`config.mk`:
```
export PLATFORM = sky130hd
export DESIGN_NAME = sti_frame_packer
export DESIGN_NICKNAME = d
export VERILOG_FILES = /design/src/rtl/sti_pkg.sv /design/src/rtl/sti_word_packer.sv /design/src/rtl/sti_frame_packer.sv
export SDC_FILE = /design/constraint.sdc
export NUM_CORES = 1
export LEC_CHECK = 0
export CORE_MARGIN = 5
export CORE_UTILIZATION = 53
export CTS_CLUSTER_DIAMETER = 100
export DETAILED_ROUTE_END_ITERATION = 12
export MAX_ROUTING_LAYER = met4
export PLACE_DENSITY = 0.79
export SLEW_MARGIN = 0
export SYNTH_ARGS = -nofsm -noshare
export SYNTH_HDL_FRONTEND = slang
export SYNTH_HIERARCHICAL = 1
export SYNTH_SLANG_ARGS = --single-unit
```
`constraint.sdc`:
```
create_clock -name clk -period 2.8 [get_ports clk]
set_input_delay 0.56 -clock clk [delete_from_list [all_inputs] [get_ports clk]]
set_output_delay 0.56 -clock clk [all_outputs]
set_load 0.02 [all_outputs]
```
`src/rtl/sti_pkg.sv`:
```
// Shared types and constants for the binary-image frame packer.
// Image geometry is fixed at 128 x 128; one memory word holds 16 pixels.
// STI_BORDER_CLR_EN (optional) is consumed by sti_frame_packer through is_border().
package sti_pkg;

  localparam int IMG_W  = 128;
  localparam int IMG_H  = 128;
  localparam int WORD_W = 16;
  localparam int ADDR_W = 10;

  localparam logic [7:0] THRESH_DEF = 8'd128;

  typedef enum logic [1:0] {
    IDLE,
    FILL,
    DONE,
    WAIT_DT
  } sti_state_e;

  typedef struct packed {
    logic [6:0] row;
    logic [6:0] col;
  } pix_pos_t;

  // True for pixels on the outer frame edge, which the DT core needs as background.
  function automatic logic is_border(input pix_pos_t p);
    return (p.row == 7'd0) || (p.row == 7'(IMG_H - 1)) ||
           (p.col == 7'd0) || (p.col == 7'(IMG_W - 1));
  endfunction

endpackage

```
`src/rtl/sti_word_packer.sv`:
```
// Purpose: 16-bit shift register that collects binarised pixels into one memory word.
// Latency: word_vld pulses 1 cycle after the 16th shift; word_dat holds the full word then.
// Backpressure: none; it shifts whenever told to and never stalls the caller.
module sti_word_packer
  import sti_pkg::*;
(
  input  logic              clk,
  input  logic              reset,
  input  logic              bit_in,
  input  logic              shift_en,
  input  logic              clear,
  output logic [WORD_W-1:0] word_dat,
  output logic              word_vld
);

  logic [3:0] bit_cnt;

  // Shift in new bits MSB-first; clear restarts the fill count so a partial word is never flagged.
  always_ff @(posedge clk or negedge reset) begin
    if (!reset) begin
      bit_cnt  <= 4'd0;
      word_dat <= '0;
      word_vld <= 1'b0;
    end else begin
      word_vld <= shift_en && !clear && (bit_cnt == 4'd15);
      if (shift_en) begin
        word_dat <= {word_dat[WORD_W-2:0], bit_in};
        bit_cnt  <= clear ? 4'd1 : bit_cnt + 4'd1;
      end else if (clear) begin
        bit_cnt  <= 4'd0;
      end
    end
  end

endmodule

```
`src/rtl/sti_frame_packer.sv`:
```
// Purpose: binarise a 128x128 grey raster, pack 16 px/word into the DT image memory, start the DT core.
// Latency: each word is written 1 cycle after its 16th pixel; dt_start 1 cycle after the last write.
// Backpressure: pix_ready drops after the last pixel and stays low until dt_done. Option: STI_BORDER_CLR_EN.
module sti_frame_packer
  import sti_pkg::*;
#(
  parameter logic [7:0] THRESH = THRESH_DEF
) (
  input  logic              clk,
  input  logic              reset,
  input  logic              pix_valid,
  output logic              pix_ready,
  input  logic [7:0]        pix_data,
  input  logic              pix_sof,
  input  logic              pix_eol,
  output logic              sti_wr,
  output logic [ADDR_W-1:0] sti_addr,
  output logic [WORD_W-1:0] sti_do,
  output logic              dt_start,
  input  logic              dt_done,
  output logic              err_sync,
  output logic [14:0]       fg_count
);

  sti_state_e state, nxt;
  pix_pos_t   pos, cur;
  logic [14:0] fg_acc;
  logic        eof_q;
  logic        accept, sof_take, fill_acc, col_last;
  logic        sof_err, eol_err, last_px, drop_partial;
  logic        px_bit, shift_en, clear, word_end;

  assign accept   = pix_valid && pix_ready;
  assign sof_take = accept && pix_sof;
  assign fill_acc = accept && (state == FILL) && !pix_sof;
  // A sof pixel is always position (0,0), whatever the counter says.
  assign cur      = sof_take ? '0 : pos;
  assign col_last = (cur.col == 7'(IMG_W - 1));

  assign sof_err  = sof_take && (state == FILL) && (pos != '0);
  assign eol_err  = fill_acc && (pix_eol != col_last);
  assign last_px  = fill_acc && col_last && (cur.row == 7'(IMG_H - 1));
  // An early eol truncates the current word; its bits are discarded rather than written.
  assign drop_partial = eol_err && (cur.col[3:0] != 4'hF);

  assign shift_en = (sof_take || fill_acc) && !drop_partial;
  assign clear    = sof_take || drop_partial;
  assign word_end = shift_en && (cur.col[3:0] == 4'hF);

  // Threshold the pixel, optionally forcing the frame border to background.
  always_comb begin
    px_bit = (pix_data >= THRESH);
`ifdef STI_BORDER_CLR_EN
    if (is_border(cur)) px_bit = 1'b0;
`endif
  end

  sti_word_packer u_packer (
    .clk      (clk),
    .reset    (reset),
    .bit_in   (px_bit),
    .shift_en (shift_en),
    .clear    (clear),
    .word_dat (sti_do),
    .word_vld (sti_wr)
  );

  // Next-state and Moore outputs of the frame FSM.
  always_comb begin
    nxt      = state;
    dt_start = 1'b0;
    case (state)
      IDLE:    if (sof_take) nxt = FILL;
      FILL:    if (eof_q) nxt = DONE;
      DONE: begin
        dt_start = 1'b1;
        nxt      = WAIT_DT;
      end
      WAIT_DT: if (dt_done) nxt = IDLE;
      default: nxt = IDLE;
    endcase
  end

  // State register plus registered ready (low from the last pixel until the DT core is done).
  always_ff @(posedge clk or negedge reset) begin
    if (!reset) begin
      state     <= IDLE;
      pix_ready <= 1'b0;
      eof_q     <= 1'b0;
    end else begin
      state     <= nxt;
      pix_ready <= (nxt == IDLE) || ((nxt == FILL) && !last_px);
      eof_q     <= last_px;
    end
  end

  // Raster position counter; advances only on accepted pixels.
  always_ff @(posedge clk or negedge reset) begin
    if (!reset) begin
      pos <= '0;
    end else if (sof_take) begin
      pos.row <= 7'd0;
      pos.col <= 7'd1;
    end else if (fill_acc) begin
      if (col_last || pix_eol) begin
        pos.col <= 7'd0;
        pos.row <= pos.row + 7'd1;
      end else begin
        pos.col <= pos.col + 7'd1;
      end
    end
  end

  // Word address for the pending write, plus the framing-error pulse.
  always_ff @(posedge clk or negedge reset) begin
    if (!reset) begin
      sti_addr <= '0;
      err_sync <= 1'b0;
    end else begin
      err_sync <= sof_err || eol_err;
      if (word_end) sti_addr <= {cur.row, cur.col[6:4]};
    end
  end

  // Object-pixel accumulator; published only when the frame completes.
  always_ff @(posedge clk or negedge reset) begin
    if (!reset) begin
      fg_acc   <= '0;
      fg_count <= '0;
    end else begin
      if (sof_take)      fg_acc <= {14'd0, px_bit};
      else if (fill_acc) fg_acc <= fg_acc + {14'd0, px_bit};
      if ((state == FILL) && eof_q) fg_count <= fg_acc;
    end
  end

endmodule

```
==> impl_metrics.tcl, run 1 <==
set metrics [dict create \
    antenna_left 0 \
    power.leakage_uw 0.00198 \
    clockBufferDepth 2 \
    postSynthAreaPerCell_sq_um 12.0 \
    critPathMaxStageDelay_ns 0.50 \
    cp-end-kind "register" \
    tightestPinTransition_ns 0.734 \
    rsz0062_at_grt "no" \
    antenna_found_initial 0 \
    synth_edf_count 0 \
    cts-root-buf "clkbuf_8" \
    grt_pass1_wl_microns 12200 \
    timing.rr.start "pix_ready" \
    syn_area_sq_um 3590 \
    die_h_microns 92.3 \
    path_cells "clkdlybuf4s50_1 -> and3_1 -> nor2_1 -> nand2_1 -> ha_1 -> nor3b_2 -> o21ai_1 -> or4_1 -> a21oi_1" \
    tns_ns 0 \
    place.gp.congestion 0.889 \
    die_x_microns 92.3 \
    ys_warn_count 6 \
    skew_ns 0.00605 \
    seq_area_frac_synth_pct 55.8 \
    critPathArrivalTime_ns 2.74 \
    cp_slowest_cell "or4_1" \
    netlist.area_leader.share_pct 55.8 \
    cts_tree "done" \
    drc_errors 0 \
    firstDrtPassIters 5 \
    crit_required_ns 3.07 \
    ys_seq_elements 80 \
    cts_htree_levels 3 \
    hold_path.class "input pin to async pin" \
    wl_per_cell_microns 15.8 \
    grt_overflow 0 \
    async_reset_ff_share_pct 100 \
    path_max_fanout 4 \
    vias 2548 \
    status "finished clean" \
    port_buffers 51 \
    place.detailed.instances 435 \
    critPathKind "input pin to register" \
    fin_crit_sh_pct 88.2 \
    max_clock_freq_mhz 405 \
    worst-path-buf-inv 1 \
    finalCriticalPeriod_ns 2.47 \
    syn_inst 300 \
    yosysMostFrequentCell "dfrtp_1" \
    dp_hpwl_microns 5040 \
    ys.flop_type "dfrtp_1" \
    crit_family "simple AND/OR/NAND/NOR gates" \
    grt_max_degree 53 \
    clk_latency_ns 0.34 \
    cts_resized 0 \
    row_count 30 \
    area_growth_pct 23.6 \
    dr.first_iter.drc_count 159 \
    cts_post_setup_buffers_inserted 0 \
    synth_cell_types 45 \
    clkTransAtPathRegs_ns 0.07 \
    io_pins 59 \
    peakVddDrop_mv 0.345 \
    yosys-top-cells-area "dfrtp_1, mux2_2, xnor2_1" \
    initial_core_util_pct 53.7 \
    numCtsBuffers 9 \
    synthTopCellsByCount "dfrtp_1, mux2_2, nand2_1, nor2_1, o21ai_0" \
    yosysTopAreaCell "dfrtp_1" \
    cts.sink_count 80 \
    die_area_sq_um 8520 \
    syn_nets 321 \
    p_per_area_nw_per_um2 682 \
    drv_slew 0 \
    fin_cells 448 \
    setup_violations 0 \
    layout-drive-gt1-share_pct 19.6 \
    worst_setup_path_start_kind "input pin" \
    crit_path_start "pix_sof" \
    hold_viol_final 0 \
    antenna_cells 0 \
    track_usage_pct 18.6 \
    finalNetCount 387 \
    maxCapViolations 0 \
    vias_per_cell 5.69 \
    core_area_sq_um 6680 \
    first_global_vias 2508 \
    slew-limit-headroom_pct 51.0 \
    wirelength_microns 7090 \
    postCtsHoldBufs 0 \
]
## flip-flops by register name, indices dropped and copies added, names as in the netlist
name,flops
u_packer/word_vld,1
state,2
fg_acc,15
eof_q,1
pos,14
sti_addr,10
err_sync,1
pix_ready,1
fg_count,15
u_packer/bit_cnt,4
u_packer/word_dat,16
## layout make-up
cell class / instances / area (sq um)
clock inverter: 1 / 5.00
multi-input combinational: 205 / 1520
tap: 80 / 100
timing repair buffer: 65 / 638
sequential: 80 / 2000
clock buffer: 12 / 155
fill: 515 / 2250
inverter: 5 / 18.8
## through the flow
stage,setup WS (ns),instance area [sq um],util (%),power [uW],hold slack (ns)
floorplan,0.455,3590,-,1940,0.264
global placement,0.0878,4280,64.0,2290,0.466
detailed placement,0.0192,4280,64.0,2320,0.480
CTS,0.367,4440,66.4,3060,0.277
global route,0.210,4440,66.4,3190,0.303
finish,0.331,4440,66.4,3020,0.259
## worst reg2reg max path, cell delays in order (launching register included)
cell	delay [ns]
dfrtp_1	0.47
and3_1	0.21
nor2_1	0.18
nand2_1	0.08
ha_1	0.21
nor3b_2	0.21
o21ai_1	0.16
or4_1	0.50
a21oi_1	0.15
## path summary, 6_finish.rpt
path	depth (start not counted)	slack, ns	end
setup / recovery	9	0.33	pos[13]
hold / removal	1	0.26	u_packer/word_dat[12]
setup reg to reg	8	0.56	pos[13]
hold reg to reg	2	0.50	fg_count[7]
max in group asynchronous	2	1.95	fg_count[2]
min in group clk	2	0.50	fg_count[7]
## cells in the final DEF (no fill, tap or decap), types with 2 or more instances in the layout
| cell | Yosys | routed |
|---|---|---|
| buf_4 | 0 | 13 |
| o21a_1 | 4 | 4 |
| nand2_1 | 24 | 24 |
| nor2b_1 | 2 | 2 |
| nand4_1 | 5 | 5 |
| nor2_1 | 23 | 22 |
| a32o_1 | 3 | 3 |
| o21ai_0 | 13 | 13 |
| and2b_1 | 2 | 2 |
| nand3b_1 | 2 | 2 |
| clkbuf_8 | 0 | 11 |
| nor3_1 | 8 | 8 |
| nor4_1 | 4 | 4 |
| nand3_1 | 8 | 8 |
| or3_1 | 5 | 5 |
| and4_1 | 4 | 4 |
| mux2_2 | 37 | 37 |
| xnor2_1 | 12 | 12 |
| inv_1 | 5 | 5 |
| or4_1 | 2 | 2 |
| a21oi_1 | 10 | 10 |
| nor3b_1 | 3 | 3 |
| clkdlybuf4s50_1 | 0 | 50 |
| o31ai_1 | 2 | 2 |
| and2_1 | 2 | 2 |
| buf_12 | 0 | 2 |
| mux2i_1 | 5 | 5 |
| dfrtp_1 | 80 | 80 |
| mux2_4 | 3 | 3 |
| ha_1 | 7 | 7 |
## power by group
| group | internal, uW | leakage (uW) | switching (uW) |
|---|---|---|---|
| Sequential | 1330 | 0.00107 | 162 |
| Clock | 355 | 0.0000842 | 377 |
| Combinational | 418 | 0.000828 | 385 |
| Total | 2100 | 0.00198 | 924 |
## metal layers
layer	up-vias	GRT usage, %	wire length (microns)
li1	1204	-	-
met1	1270	23.7	3210
met2	62	29.2	3400
met3	12	3.25	325
met4	0	8.17	144
met5	-	-	0
## logic make-up after synthesis
group                    share of synthesized area, %
AND/OR/NAND/NOR                                  15.6
buffers and inverters                            2.06
flip-flops                                       55.8
XOR/XNOR                                         3.17
adder cells (fa/ha/maj)                          2.44
AO/OA/AOI/OAI                                    6.66
multiplexers                                     14.3
No activity file was read; power rests on OpenSTA's default activity.
==> inputs of run 2 (changes only) <==
--- a/config.mk
+++ b/config.mk
@@ -11,7 +11,6 @@
 export DETAILED_ROUTE_END_ITERATION = 12
 export MAX_ROUTING_LAYER = met4
 export PLACE_DENSITY = 0.79
-export SLEW_MARGIN = 0
 export SYNTH_ARGS = -nofsm -noshare
 export SYNTH_HDL_FRONTEND = slang
 export SYNTH_HIERARCHICAL = 1
==> results of run 2 <==
Same layout as run 1: the final DEF is identical, and so are final timing and power.
==> inputs of run 3 (changes only) <==
--- a/config.mk
+++ b/config.mk
@@ -13,5 +13,4 @@
 export PLACE_DENSITY = 0.79
 export SYNTH_ARGS = -nofsm -noshare
 export SYNTH_HDL_FRONTEND = slang
-export SYNTH_HIERARCHICAL = 1
 export SYNTH_SLANG_ARGS = --single-unit
==> constraint.sdc (replaced) <==
create_clock -name clk -period 2.8 [get_ports clk]
set_input_delay 0.7 -clock clk [delete_from_list [all_inputs] [get_ports clk]]
set_output_delay 0.7 -clock clk [all_outputs]
set_load 0.02 [all_outputs]
==> run 3 against run 2 <==
Against the previous run: maximum frequency down 5.5%; utilization up 0.37 points; sequential cell count unchanged; worst hold slack gained 0.055 ns; sequential share of layout area shrank 0.50 points; non-clock buffer count is 1 lower; clock power is 5.3% higher; combinational power increased by 24%; register-to-register slack lost 0.06 ns.
==> impl_metrics.tcl, run 3 <==
set metrics [dict create \
    yosysTopAreaCell "dfrtp_1" \
    clk_latency_ns 0.35 \
    r2r-end "pos[12]" \
    drv_slew 0 \
    place.gp.congestion 0.801 \
    regMostFlops "u_packer.word_dat" \
    largest_register_ffs 16 \
    antenna_found_initial 0 \
    endpoint "pos[12]" \
    vias_per_cell 5.59 \
    area_growth_pct 24.0 \
    layout_commonest_cell "dfrtp_1" \
    hold-worst-slack_ns 0.314 \
    yosys-top-cells-area "dfrtp_1, mux2_2, xor2_1" \
    power.leakage_uw 0.00199 \
    crit_required_ns 3.03 \
    reg2reg_slack_ns 0.50 \
    reg2reg_depth 8 \
    fin_crit_sh_pct 93.3 \
    async_reset_ff_share_pct 100 \
    netlist.area_leader.share_pct 55.3 \
    rsz0062_at_grt "no" \
    p_per_area_nw_per_um2 743 \
    clockBufferDepth 2 \
    wl_per_cell_microns 15.2 \
    cts_post_setup_buffers_inserted 0 \
    synth_cell_types 45 \
    vias 2533 \
    dp_hpwl_microns 4900 \
    die_x_microns 92.6 \
    max_clock_freq_mhz 383 \
    maxCapViolations 0 \
    synth_edf_count 0 \
    crit_path_start "pix_valid" \
    dr.first_iter.drc_count 121 \
    path_max_fanout 3 \
    grt_overflow 0 \
    grt_max_degree 45 \
    synth_mux_area_share_pct 13.0 \
    drc_errors 0 \
    cp-end-kind "register" \
    synth_fa_ha_area_share_pct 2.42 \
    grt_pass1_wl_microns 12000 \
    core_area_sq_um 6720 \
    cts.sink_count 80 \
    wirelength_microns 6890 \
    hold_path.class "input pin to async pin" \
    post-route-util_pct 66.8 \
    ys.flop_type "dfrtp_1" \
    first_global_vias 2472 \
    postCtsHoldBufs 0 \
    antenna_left 0 \
    finalNetCount 389 \
    tns_ns 0 \
    synth_compound_gate_area_share_pct 7.19 \
    setup_violations 0 \
    cts_htree_levels 3 \
    ys_seq_elements 80 \
    peakVddDrop_mv 0.467 \
    clkTransAtPathRegs_ns 0.08 \
    critPathKind "input pin to register" \
    cts-root-buf "clkbuf_8" \
    seq_area_frac_synth_pct 55.3 \
    skew_ns 0.00554 \
    die_area_sq_um 8580 \
    layout_common_cells "dfrtp_1, clkdlybuf4s50_1, mux2_2" \
    worst_setup_path_start_kind "input pin" \
    firstDrtPassIters 4 \
    timing.rr.start "pix_ready" \
    track_usage_pct 18.1 \
    slew-limit-headroom_pct 52.7 \
    hold_viol_final 0 \
    yosysMostFrequentCell "dfrtp_1" \
    reg_top3 "u_packer.word_dat x16, fg_acc x15, fg_count x15" \
    initial_core_util_pct 53.8 \
    critPathArrivalTime_ns 2.84 \
    synthTopCellsByCount "dfrtp_1, mux2_2, nor2_1, nand2_1, nand3_1" \
    layout-drive-gt1-share_pct 19.0 \
    synth_xor_area_share_pct 4.84 \
    synth_top_family_by_area "simple AND/OR/NAND/NOR gates" \
    status "finished clean" \
    port_buffers 51 \
    row_count 30 \
    die_h_microns 92.6 \
    synthSimpleGateAreaFrac_pct 14.4 \
    cts_resized 0 \
    syn_nets 326 \
    io_pins 59 \
    tightestPinTransition_ns 0.707 \
    syn_inst 305 \
    numCtsBuffers 9 \
    syn_area_sq_um 3620 \
    cts_tree "done" \
    finalCriticalPeriod_ns 2.61 \
    postSynthAreaPerCell_sq_um 11.9 \
    ys_warn_count 0 \
    antenna_cells 0 \
]
run 3: cell types whose count changed in the layout (fill, tap and decap cells not counted), sizes merged, moves of 4 or more:
cell,delta
mux2i,-4
o2111ai,+4
nand2,-4
o21ai,-4
or3,-4
xor2,+10
inv,+4
nand3,+5
run 3: logic make-up (layout without fill, tap and decap cells):
kind of cell,Yosys count,after routing
and+or+nand+nor,97,97
DFF,80,80
muxes,42,42
AOI/OAI and AO/OA,39,39
xor gates and xnor gates,20,20
buffers and inverters,20,88
adders and majority gates,7,7
run 3: how the worst min path moves through the flow:
stage | startpoint | slack [ns] | to | cells after the start
6_report | reset | 0.31 | fg_count[9] | 1
5_1_grt | reset | 0.35 | pos[0] | 1
4_1_cts | reset | 0.32 | pos[0] | 1
3_5_place_dp | u_packer.word_dat[15] | 0.49 | u_packer.word_dat[15] | 1
3_3_place_gp | u_packer.word_dat[15] | 0.47 | u_packer.word_dat[15] | 1
2_1_floorplan | reset | 0.40 | eof_q | 0
run 3: final cells by class:
type	instances	area, sq um
clock buffers	9	124
clock inverters	7	57.6
fillers	493	2230
inverters	8	30.0
multi-input cells	205	1520
flip-flops and latches	80	2000
well taps	80	100
repair buffers	64	656
run 3: worst max-delay path: stages:
cell and delay (ns):
clkdlybuf4s50_1 0.42, and3_1 0.21, nor3_1 0.22, inv_1 0.07
ha_1 0.20, or3b_1 0.41, a2111oi_2 0.40, xnor2_1 0.17
nor2_1 0.05
run 3: stage by stage:
step	cells	setup slack, ns	total power, uW	instance area (sq um)
2_1_floorplan	305	0.198	2150	3620
3_3_place_gp	437	-0.148	2550	4300
3_5_place_dp	437	-0.192	2600	4300
4_1_cts	453	0.184	3360	4490
5_1_grt	453	0.0980	3530	4490
6_report	453	0.188	3330	4490
run 3: layer usage:
metal	vias up	global-route usage (%)	part of all wire [%]
met1	1246	23.8	47
met4	0	5.98	1.2
met3	5	3.98	4.9
li1	1233	-	-
met5	-	-	0
met2	49	28.0	47
run 3: where the power goes:
| group | switching [uW] | leakage (uW) | internal [uW] |
|---|---|---|---|
| clock network | 442 | 0.0000820 | 329 |
| logic | 485 | 0.000850 | 511 |
| registers | 201 | 0.00106 | 1360 |
